==> src/rtl/llc_rst_flush_seq.sv <==
// LLC reset/flush sequencer: walks every set, writes back valid dirty data ways (flush only), then strobes the update stage once per set.
// Latency: rd_set_en 1 cycle after the request; 3 cycles per set with single-cycle acks, plus 1 cycle per write-back.
// Backpressure: rd_set_en held until rd_set_ack, wb_valid/wb_way held until wb_ready; pause parks the walk at a set boundary.
//
// Ports:
//   clk, rst                 clock; synchronous active-low reset
//   rst_req, flush_req       one-cycle requests to invalidate / write back and invalidate the LLC
//   pause                    hold the walk after the current set's update
//   busy, done               walk in progress; one-cycle pulse after the last set is updated
//   set                      set index owned by the sequencer while busy
//   rd_set_en, rd_set_ack    load request for `set` into the way buffers and its acknowledge
//   way_valid_data, way_dirty  per-way state vectors, valid on the rd_set_ack cycle
//   wb_valid, wb_way, wb_ready write-back request handshake for one way of `set`
//   update_en                one-cycle strobe to the update stage
//   is_rst_to_resume, is_flush_to_resume  update mode, qualified by update_en
module llc_rst_flush_seq #(
   parameter int SETS     = 256,
   parameter int WAYS     = 16,
   parameter int SET_BITS = $clog2(SETS),
   parameter int WAY_BITS = $clog2(WAYS)
) (
   input  logic                clk,
   input  logic                rst,
   input  logic                rst_req,
   input  logic                flush_req,
   input  logic                pause,
   output logic                busy,
   output logic                done,
   output logic [SET_BITS-1:0] set,
   output logic                rd_set_en,
   input  logic                rd_set_ack,
   input  logic [WAYS-1:0]     way_valid_data,
   input  logic [WAYS-1:0]     way_dirty,
   output logic                wb_valid,
   output logic [WAY_BITS-1:0] wb_way,
   input  logic                wb_ready,
   output logic                update_en,
   output logic                is_rst_to_resume,
   output logic                is_flush_to_resume
);

   typedef enum logic [2:0] {
      IDLE,
      READ,
      WB,
      UPDATE,
      DONE
   } state_t;

   typedef enum logic {
      MODE_RST,
      MODE_FLUSH
   } mode_t;

   localparam logic [SET_BITS-1:0] LAST_SET = SET_BITS'(SETS - 1);

   state_t            state;
   mode_t             mode;
   logic [WAYS-1:0]   wb_mask;
   logic              pending;   // flush request waiting behind a reset walk
   logic              parked;    // UPDATE-exit hold: strobe already issued, waiting for pause to drop

   logic [WAYS-1:0]   cap_mask;
   logic [WAYS-1:0]   mask_clr;

   // Lowest set bit of a way mask; 0 for an empty mask so wb_way idles at 0.
   function automatic logic [WAY_BITS-1:0] lowest(input logic [WAYS-1:0] m);
      lowest = '0;
      for (int i = WAYS - 1; i >= 0; i--) begin
         if (m[i]) lowest = WAY_BITS'(i);
      end
   endfunction

   // A reset walk never writes back, so its mask is forced empty at capture.
   always_comb begin
      cap_mask = '0;
      if (mode == MODE_FLUSH) cap_mask = way_valid_data & way_dirty;
      mask_clr = wb_mask & ~(WAYS'(1) << wb_way);
   end

   always_ff @(posedge clk) begin
      if (!rst) begin
         state              <= IDLE;
         mode               <= MODE_RST;
         set                <= '0;
         wb_mask            <= '0;
         pending            <= 1'b0;
         parked             <= 1'b0;
         busy               <= 1'b0;
         done               <= 1'b0;
         rd_set_en          <= 1'b0;
         wb_valid           <= 1'b0;
         wb_way             <= '0;
         update_en          <= 1'b0;
         is_rst_to_resume   <= 1'b0;
         is_flush_to_resume <= 1'b0;
      end else begin
         // Pulse outputs default low; transitions re-raise them for exactly one cycle.
         done               <= 1'b0;
         update_en          <= 1'b0;
         is_rst_to_resume   <= 1'b0;
         is_flush_to_resume <= 1'b0;

         if (state != IDLE && rst_req) begin
            // Reset wins over anything in flight: a flush is abandoned (its
            // write-back handshake included), a reset walk restarts at set 0.
            state     <= READ;
            mode      <= MODE_RST;
            set       <= '0;
            wb_mask   <= '0;
            wb_way    <= '0;
            parked    <= 1'b0;
            busy      <= 1'b1;
            rd_set_en <= 1'b1;
            wb_valid  <= 1'b0;
            if (mode == MODE_RST && flush_req) pending <= 1'b1;
         end else begin
            // One-deep flush queue behind a reset walk; a flush during a flush is dropped.
            if (state != IDLE && mode == MODE_RST && flush_req) pending <= 1'b1;

            case (state)
               IDLE: begin
                  if (rst_req) begin
                     state     <= READ;
                     mode      <= MODE_RST;
                     set       <= '0;
                     busy      <= 1'b1;
                     rd_set_en <= 1'b1;
                     if (flush_req) pending <= 1'b1;
                  end else if (flush_req || pending) begin
                     state     <= READ;
                     mode      <= MODE_FLUSH;
                     set       <= '0;
                     busy      <= 1'b1;
                     rd_set_en <= 1'b1;
                     pending   <= 1'b0;
                  end
               end

               READ: begin
                  if (rd_set_ack) begin
                     rd_set_en <= 1'b0;
                     wb_mask   <= cap_mask;
                     wb_way    <= lowest(cap_mask);
                     if (cap_mask != '0) begin
                        state    <= WB;
                        wb_valid <= 1'b1;
                     end else begin
                        state              <= UPDATE;
                        update_en          <= 1'b1;
                        is_rst_to_resume   <= (mode == MODE_RST);
                        is_flush_to_resume <= (mode == MODE_FLUSH);
                     end
                  end
               end

               WB: begin
                  if (wb_ready) begin
                     wb_mask <= mask_clr;
                     wb_way  <= lowest(mask_clr);
                     if (mask_clr == '0) begin
                        state              <= UPDATE;
                        wb_valid           <= 1'b0;
                        update_en          <= 1'b1;
                        is_rst_to_resume   <= (mode == MODE_RST);
                        is_flush_to_resume <= (mode == MODE_FLUSH);
                     end
                  end
               end

               UPDATE: begin
                  if (!parked) begin
                     // Strobe cycle: the set is complete, move on or finish.
                     if (set == LAST_SET) begin
                        state <= DONE;
                        done  <= 1'b1;
                     end else begin
                        set <= set + SET_BITS'(1);
                        if (pause) begin
                           parked <= 1'b1;
                        end else begin
                           state     <= READ;
                           rd_set_en <= 1'b1;
                        end
                     end
                  end else if (!pause) begin
                     parked    <= 1'b0;
                     state     <= READ;
                     rd_set_en <= 1'b1;
                  end
               end

               DONE: begin
                  // Set index wraps only here.
                  state <= IDLE;
                  busy  <= 1'b0;
                  set   <= '0;
               end

               default: begin
                  state     <= IDLE;
                  busy      <= 1'b0;
                  rd_set_en <= 1'b0;
                  wb_valid  <= 1'b0;
                  parked    <= 1'b0;
               end
            endcase
         end
      end
   end

endmodule

==> config.mk <==
export PLATFORM = sky130hd
export DESIGN_NAME = llc_rst_flush_seq
export DESIGN_NICKNAME = d
export VERILOG_FILES = /design/src/rtl/llc_rst_flush_seq.sv
export SDC_FILE = /design/constraint.sdc
export NUM_CORES = 1
export LEC_CHECK = 0
export CAP_MARGIN = 10
export CORE_MARGIN = 2
export CORE_UTILIZATION = 25
export DETAILED_ROUTE_END_ITERATION = 6
export PLACE_DENSITY_LB_ADDON = 0.2
export SYNTH_ARGS = -nofsm -noshare
export SYNTH_HDL_FRONTEND = slang
export SYNTH_SLANG_ARGS = --single-unit
export TNS_END_PERCENT = 10
==> constraint.sdc <==
create_clock -name clk -period 2.2 [get_ports clk]
set_input_delay 0.44 -clock clk [delete_from_list [all_inputs] [get_ports clk]]
set_output_delay 0.44 -clock clk [all_outputs]
set_load 0.05 [all_outputs]
; Yosys cells after proc, flatten, opt, wreduce, memory -nomap -nowiden
; Index checks and enable logic that the tools add are counted.
[totals]
reg_bits = 41
input_bits = 39
out_inout_bits = 19
elab_cells = 168
[classes]
addsub = 1
eq_ne = 20
shift = 1
n_mux = 98
n_bitwise = 7
reduce_logical = 26
[op_table]
columns = operator, n
row1 = $mux W4, 34
row2 = $mux W16, 3
row3 = $mux W1, 38
row4 = $and A16 B16 Y16, 2
row5 = $mux W8, 4
row6 = $pmux W16 S2, 1
row7 = $mux W3, 8
row8 = $pmux W8 S3, 1
row9 = $logic_not A16 Y1, 1
row10 = $not A16 Y16, 1
row11 = $reduce_and A4 Y1, 4
row12 = $reduce_bool A16 Y1, 1
row13 = $shl A1 B4 Y16 const A, 1
row14 = $ne A2 B2 Y1 const B, 6
row15 = $ne A3 B3 Y1 const B, 4
row16 = $pmux W3 S4, 1
row17 = $pmux W1 S2, 5
row18 = $add A8 B1 Y8 const B, 1
row19 = $eq A8 B8 Y1 const B, 1
row20 = $ne A4 B4 Y1 const B, 2
row21 = $pmux W4 S2, 1
row22 = $reduce_or A4 Y1, 2
row23 = $eq A3 B2 Y1 const B, 2
row24 = $ne A2 B1 Y1 const B, 3
row25 = other kinds (15), 26

; Longest topological paths before layout
; Gate-level depths: netlist of the first run.
[logic_depth]
word_depth = 21
depth_mapped = 8
ltp_nobuf = 7

; Worst setup path before layout of the first run
; No wires, ideal clock.
[synth_path]
kind = flip-flop to flip-flop
from = reg wb_way[1]
to = reg is_flush_to_resume
setup_time_ns = 0.073
arrival_time_ns = 2.070
t_required_ns = 2.127
slack_ns = 0.057
path_stages_with_launch = 9
n_path_buf = 2
period_less_slack_ns = 2.143
path_cell_list = dfxtp_1 > buf_6 > buf_4 > nand4b_1 > a21oi_1 > o22ai_2 > nor4_4 > a21oi_2 > nor3b_2
[synth_via]
elab_chain_cells = 7
[synth_rtl]
columns = element, line
row1 = from (decl), 35  ; output logic [WAY_BITS-1:0] wb_way,
row2 = from (signal assigned), 144  ; wb_way <= lowest(cap_mask);
row3 = from (signal assigned), 160  ; wb_way <= lowest(mask_clr);
row4 = $shl A1 B4 Y16, 78  ; mask_clr = wb_mask & ~(WAYS'(1) << wb_way);
row5 = $not A16 Y16, 78
row6 = $and A16 B16 Y16, 78
row7 = $logic_not A16 Y1, 161  ; if (mask_clr == '0) begin
row8 = $mux W1, 161
row9 = $mux W1, 158  ; if (wb_ready) begin
row10 = $pmux W1 S2, 121  ; case (state)
row11 = to (signal assigned), 152  ; is_flush_to_resume <= (mode == MODE_FLUSH);
row12 = to (signal assigned), 166  ; is_flush_to_resume <= (mode == MODE_FLUSH);
row13 = to (decl), 39  ; output logic is_flush_to_resume
; Every way passes these cells.
; A chain may end at the register's enable or synchronous reset.

; Worst setup path after layout of the first run
[layout_path]
from = in way_dirty[14]
to = reg is_flush_to_resume
[layout_via]
elab_chain_cells = 6
[layout_rtl]
columns = element, line
row1 = from (decl), 33  ; input logic [WAYS-1:0] way_dirty,
row2 = $and A16 B16 Y16, 77  ; if (mode == MODE_FLUSH) cap_mask = way_valid_data & way_dirty;
row3 = $mux W16, 77
row4 = $reduce_bool A16 Y1, 145  ; if (cap_mask != '0) begin
row5 = $mux W1, 145
row6 = $mux W1, 141  ; if (rd_set_ack) begin
row7 = $pmux W1 S2, 121
; Every way passes these cells.

==> flow_metrics.py, run 1 <==
metrics = {
    "cells_and_area": {
        "drive_gt1_frac": 0.225,
        "fillers": 1184,
        "nets": 515,
        "num_antenna_cells": 0,
        "area_delta_synth_final_pct": 45.9,
        "fin_area_um2": 4180,
        "layout_commonest_cell": "buf_4",
        "mostFrequentLayoutCells": "buf_4 (64), clkdlybuf4s50_1 (53), nor2_1 (43)",
        "fin_util": 0.369,
    },
    "clock_tree": {
        "holdBufCountCts": 0,
        "cts_tree": "yes",
        "cts.sinks": 41,
        "clk_path_buf_depth": 2,
        "clockRootBuffer": "clkbuf_16",
        "clk_latency_ns": 0.29,
        "clk_pin_slew_ns": 0.06,
        "ctsHtreeMaxLevel": 2,
        "cts_made_buffers": 5,
    },
    "critical_path": {
        "rrSetupSlack_ns": 0.19,
        "cp_max_fo": 3,
        "cp_data_arrival_time_ns": 2.31,
        "critPathCaptureType": "flip-flop",
        "cp.required_ns": 2.42,
        "rr_worst_depth": 7,
        "timing_worst_setup_path_type": "input port to flip-flop",
        "start_kind": "input port",
        "rr_endpoint": "wb_way[3]$_SDFFE_PP0P_",
        "rr_startpoint": "wb_way[2]$_SDFFE_PP0P_",
    },
    "timing": {
        "finalSetupViolCount": 0,
        "worst_slew_pin_slew_ns": 0.576,
        "max_freq_mhz": 479,
        "finalWorstSetupSlack_ns": 0.111,
        "final_max_slew_viol_count": 0,
        "tns_ns": 0,
        "fin_crit_sh": 0.950,
        "post-route-min-period_ns": 2.09,
        "relSlewSlack": 0.615,
        "hold_slack_ns": 0.489,
        "hold_viol": 0,
        "clock_skew_ns": 0.00677,
        "rsz0062_at_grt": "false",
    },
    "global_route": {
        "antenna_found_initial": 0,
        "grt_max_degree": 19,
        "grt_util_all_layers": 0.152,
        "gr-total-overflow": 0,
        "grt_pass1_vias": 2980,
        "grt_pass1_wl_um": 15400,
    },
    "logic_synthesis": {
        "ys_warn_count": 0,
        "synth.area.top_cells": "dfxtp_1 (29%), nor2_1 (5.6%), a21oi_1 (5.1%), nand2_1 (4.7%), o21ai_0 (4.5%)",
        "postSynthAreaPerCell_um2": 7.76,
        "synth-edff-count": 0,
        "synth_cell_type_count": 76,
        "synth-main-ff-cell": "dfxtp_1",
        "async_flop_share": 0,
        "yosysTopAreaCell": "dfxtp_1",
        "ys_seq_area_frac": 0.287,
        "synth-seq-cells": 41,
        "synth_area_um2": 2860,
        "syn_inst": 369,
        "syn_nets": 409,
        "netlist.area_leader.share": 0.287,
    },
    "pwr": {
        "p_leak_uw": 0.00148,
        "vdd_drop_max_uv": 377,
        "power.density_nw_per_um2": 804,
    },
    "place": {
        "dp_hpwl_um": 7220,
        "dpl-instance-area_um2": 3970,
        "port_buffers": 57,
        "post-place-ws_ns": -0.312,
        "globalplace.congestion": 0.854,
    },
    "hold_path": {
        "worstHoldStart": "pending$_SDFFE_PN0P_",
        "whs_path_depth": 2,
        "min_path_type": "flip-flop to flip-flop",
        "min_to": "pending$_SDFFE_PN0P_",
    },
    "route": {
        "post-route-drc-count": 0,
        "ant_nets": 0,
        "wire_per_inst_um": 15.1,
        "totalWireLength_um": 9360,
        "first_pass_iters": 4,
        "viasPerCell": 5.15,
        "vias": 3190,
        "drtIter0Drc": 139,
    },
    "floorplan": {
        "ioPinCount": 58,
        "dieWidth_um": 111,
        "core_area_um2": 11300,
        "core.rowCount": 39,
        "initial_utilization": 0.253,
        "die_h_um": 111,
        "die-area_um2": 12300,
    },
    "run": {
        "maxCapViolCount": 0,
    },
    "run_status": {
        "run_status": "finished, final reports clean",
    },
}
how the worst max path moves through the flow:
stage                                      start                             to  slack, ns  cells past startpoint
after global routing       state[1]$_SDFFE_PP0P_         wb_way[0]$_SDFFE_PP0P_       0.01                      6
after floorplan           wb_way[1]$_SDFFE_PP0P_  is_flush_to_resume$_SDFF_PP0_       0.06                      8
after global placement        way_valid_data[14]  is_flush_to_resume$_SDFF_PP0_      -0.28                      8
final                              way_dirty[14]  is_flush_to_resume$_SDFF_PP0_       0.11                      8
after CTS                     way_valid_data[14]  is_flush_to_resume$_SDFF_PP0_       0.02                      8
after detailed placement      way_valid_data[14]  is_flush_to_resume$_SDFF_PP0_      -0.31                      8
cells in the mapped netlist, drive strengths merged, types with 2 or more instances:
cell     count
a22oi        4
a21boi       2
a32oi        8
nand4b       4
nor4         2
or2b         2
o21a         4
and2         9
a2bb2oi      3
or3          5
a211oi       3
nand4        4
buf         12
inv          4
nand2b       4
nand4bb      2
a22o         5
nor2b        3
a31oi        6
a21oi       31
nand3       13
or2          5
o41ai        4
or4b         3
a21o         3
clkbuf       8
nor3        19
nor2        43
nand2       36
o211ai       7
nor3b        4
a311oi       3
xnor2        7
o21ai       28
o22ai        3
dfxtp       41
and3         2
o221ai       2
logic make-up (layout without fill, tap and decap cells):
logic type,Yosys count,count (layout),synth area share
adder cells (fa/ha/maj),1,1,0.00437
AO/OA/AOI/OAI,128,128,0.316
multiplexers,2,2,0.00743
buffers and inverters,24,131,0.0450
AND/OR/NAND/NOR,166,166,0.319
XOR/XNOR,7,7,0.0214
flip-flops,41,41,0.287
layout make-up:
class,instances,area [um^2],share of cell area
inverters,4,15.0,0.00359
clock buffers,6,139,0.0332
well taps,143,179,0.0428
clock inverters,2,37.5,0.00898
repair buffers,119,1050,0.251
flip-flops and latches,41,826,0.198
multi-input cells,304,1930,0.462
where the power goes:
group | internal (uW) | switching (uW) | total (uW)
logic | 670 | 835 | 1510
clock network | 567 | 327 | 894
registers | 822 | 140 | 961
timing repair:
item / CTS / global route
endpoints found under the setup margin: 1 / 8
gates resized for setup: 1 / 6
pin swaps: 2 / 4
buffers inserted: 1 / 0
critical path: stages:
cell and delay [ns]:
clkdlybuf4s50_1 0.42, a22o_1 0.27, o41ai_2 0.31, buf_4 0.17, nand4_1 0.16, nor4b_2 0.29, a21oi_2 0.09, nor3b_2 0.16
state kept, by name, indices dropped and copies added, names as in the netlist, 3 cells and up:
name and cells:
wb_mask 16, state 3, set 8, wb_way 4
metrics by stage:
step,std cells,power (uW)
floorplan,369,1880
detailed placement,610,2450
CTS,619,3360
global placement,610,2440
global route,619,3560
finish,619,3360
layer usage:
metal,share of wire,vias to the layer above,GRT usage
met5,0,-,0
met4,0.0095,0,0.0362
met3,0.056,7,0.0235
met1,0.52,1491,0.234
met2,0.41,83,0.222
li1,-,1609,-
Note: power is estimated with default switching activity, not from simulation.
==> run 2, diff against run 1 <==
Settings changed: CORE_UTILIZATION 25 to 52.
==> run 2 against run 1 <==
- count of clock-buffer cells in the layout down 1
- combinational power shrank 5%
- utilization rose by 37 points
- flip-flop and latch count stayed put
- register-to-register slack worse by 0.04 ns
- wire length fell by 5.7%
- fmax is 2.1% higher
- non-clock buffer count decreased by 9
- cell count is 13% lower
- critical path type is now flip-flop to flip-flop
- highest routed layer unchanged
==> flow_metrics.py, run 2 (synthesis gave the netlist of run 1 again) <==
metrics = {
    "run_status": {
        "run_status": "finished, final reports clean",
    },
    "run": {
        "maxCapViolCount": 0,
    },
    "critical_path": {
        "slowest_stage": "dfxtp_1",
        "timing_worst_setup_path_type": "flip-flop to flip-flop",
        "cp_cell_sequence": "buf_4, and4_1, nand2b_1, a2bb2o_4, nor4_4, a21oi_2, nor3b_2",
        "start_kind": "flip-flop",
        "cp_max_fo": 10,
        "max_stage_delay_ns": 0.51,
        "cp_top_family": "simple AND/OR/NAND/NOR gates",
        "cp_data_arrival_time_ns": 2.29,
        "critPathCaptureType": "flip-flop",
        "cp.required_ns": 2.44,
        "path_buf_inv": 1,
    },
    "route": {
        "viasPerCell": 6.27,
        "totalWireLength_um": 8820,
        "drtIter0Drc": 367,
        "post-route-drc-count": 0,
        "wire_per_inst_um": 16.4,
        "ant_nets": 0,
        "first_pass_iters": 5,
        "vias": 3380,
    },
    "cells_and_area": {
        "largest_reg_flops": 16,
        "top_regs": "wb_mask x16, set x8, wb_way x4",
        "drive_gt1_frac": 0.206,
        "num_antenna_cells": 0,
        "area_delta_synth_final_pct": 38.7,
        "fillers": 440,
        "layout_commonest_cell": "buf_4",
        "regMostFlops": "wb_mask",
        "mostFrequentLayoutCells": "buf_4 (57), clkdlybuf4s50_1 (45), nor2_1 (43)",
        "nets": 506,
    },
    "clock_tree": {
        "cts_tree": "yes",
        "clk_path_buf_depth": 2,
        "cts.sinks": 41,
        "clk_latency_ns": 0.30,
        "clk_pin_slew_ns": 0.09,
        "holdBufCountCts": 0,
        "clockRootBuffer": "clkbuf_8",
        "cts_made_buffers": 5,
        "ctsHtreeMaxLevel": 2,
    },
    "floorplan": {
        "dieWidth_um": 78.2,
        "ioPinCount": 58,
        "die_h_um": 78.2,
        "initial_utilization": 0.530,
        "core.rowCount": 27,
        "die-area_um2": 6120,
        "core_area_um2": 5410,
    },
    "place": {
        "dp_hpwl_um": 6600,
        "globalplace.congestion": 0.933,
        "port_buffers": 57,
    },
    "global_route": {
        "grt_pass1_wl_um": 14700,
        "grt_max_degree": 19,
        "gr-usage-met2": 0.505,
        "grt_util_all_layers": 0.297,
        "gr-total-overflow": 0,
        "met3_usage": 0.0609,
        "grt-busiest-layer": "met2",
        "antenna_found_initial": 0,
        "grt_pass1_vias": 3186,
        "grtUsageMet1": 0.366,
    },
    "hold_path": {
        "min_path_type": "flip-flop to flip-flop",
    },
    "timing": {
        "max_freq_mhz": 489,
        "finalSetupViolCount": 0,
        "hold_slack_ns": 0.495,
        "post-route-min-period_ns": 2.05,
        "fin_crit_sh": 0.930,
        "clock_skew_ns": 0.00527,
        "final_max_slew_viol_count": 0,
        "rsz0062_at_grt": "false",
        "tns_ns": 0,
        "relSlewSlack": 0.667,
        "worst_slew_pin_slew_ns": 0.498,
        "hold_viol": 0,
    },
    "pwr": {
        "power.density_nw_per_um2": 788,
        "p_leak_uw": 0.00149,
        "vdd_drop_max_uv": 528,
    },
}
## run 2: layout make-up
class / count / area, um^2 / area share
inverter: 4 / 15.0 / 0.00378
clock inverter: 3 / 65.1 / 0.0164
clock buffer: 5 / 68.8 / 0.0173
sequential: 41 / 825 / 0.208
tap: 72 / 90.1 / 0.0227
multi-input combinational: 304 / 1930 / 0.486
timing repair buffer: 110 / 978 / 0.246
## run 2: layer usage
metal,wire (um),share of wire,vias to the layer above
met3,752,0.085,32
met2,4230,0.48,192
met1,3570,0.40,1563
li1,-,-,1593
met4,268,0.030,0
met5,0,0,-
## run 2: worst reg2reg max path, stage by stage, from the launching register on
cell,delay [ns]
dfxtp_1,0.51
buf_4,0.21
and4_1,0.25
nand2b_1,0.10
a2bb2o_4,0.25
nor4_4,0.35
a21oi_2,0.14
nor3b_2,0.16
## run 2: path summary, 6_finish.rpt
path / startpoint / to / slack, ns / cells after the start
hold reg to reg: rd_set_en$_SDFFE_PN0P_ / rd_set_en$_SDFFE_PN0P_ / 0.49 / 2
setup / recovery: wb_way[2]$_SDFFE_PP0P_ / is_flush_to_resume$_SDFF_PP0_ / 0.15 / 7
setup reg to reg: wb_way[2]$_SDFFE_PP0P_ / is_flush_to_resume$_SDFF_PP0_ / 0.15 / 7
hold / removal: rd_set_en$_SDFFE_PN0P_ / rd_set_en$_SDFFE_PN0P_ / 0.49 / 2
## run 2: report_power, final
group | internal (uW) | switching [uW] | total [uW]
clock network | 451 | 288 | 739
logic | 614 | 824 | 1440
registers | 820 | 133 | 953
## run 2: per-stage QoR
stage                     power [uW]   util  area [um^2]  std cells  setup slack (ns)
after floorplan                 1880      -         2860        369            0.0570
after global placement          2330  0.700         3780        529            -0.166
after detailed placement        2350  0.700         3780        529            -0.247
after CTS                       3090  0.725         3920        537            0.0156
after global routing            3290  0.735         3970        539            0.0200
final                           3130  0.735         3970        539             0.154
## run 2: timing repair
action	in CTS	in global routing
buffers inserted	0	2
resized for setup	0	13
setup endpoints to repair	0	7
==> run 3, diff against run 2 <==
Settings changed: CTS_CLUSTER_SIZE set to 8.
==> results of run 3 <==
No change in the layout: final DEF, timing and power equal those of run 2.
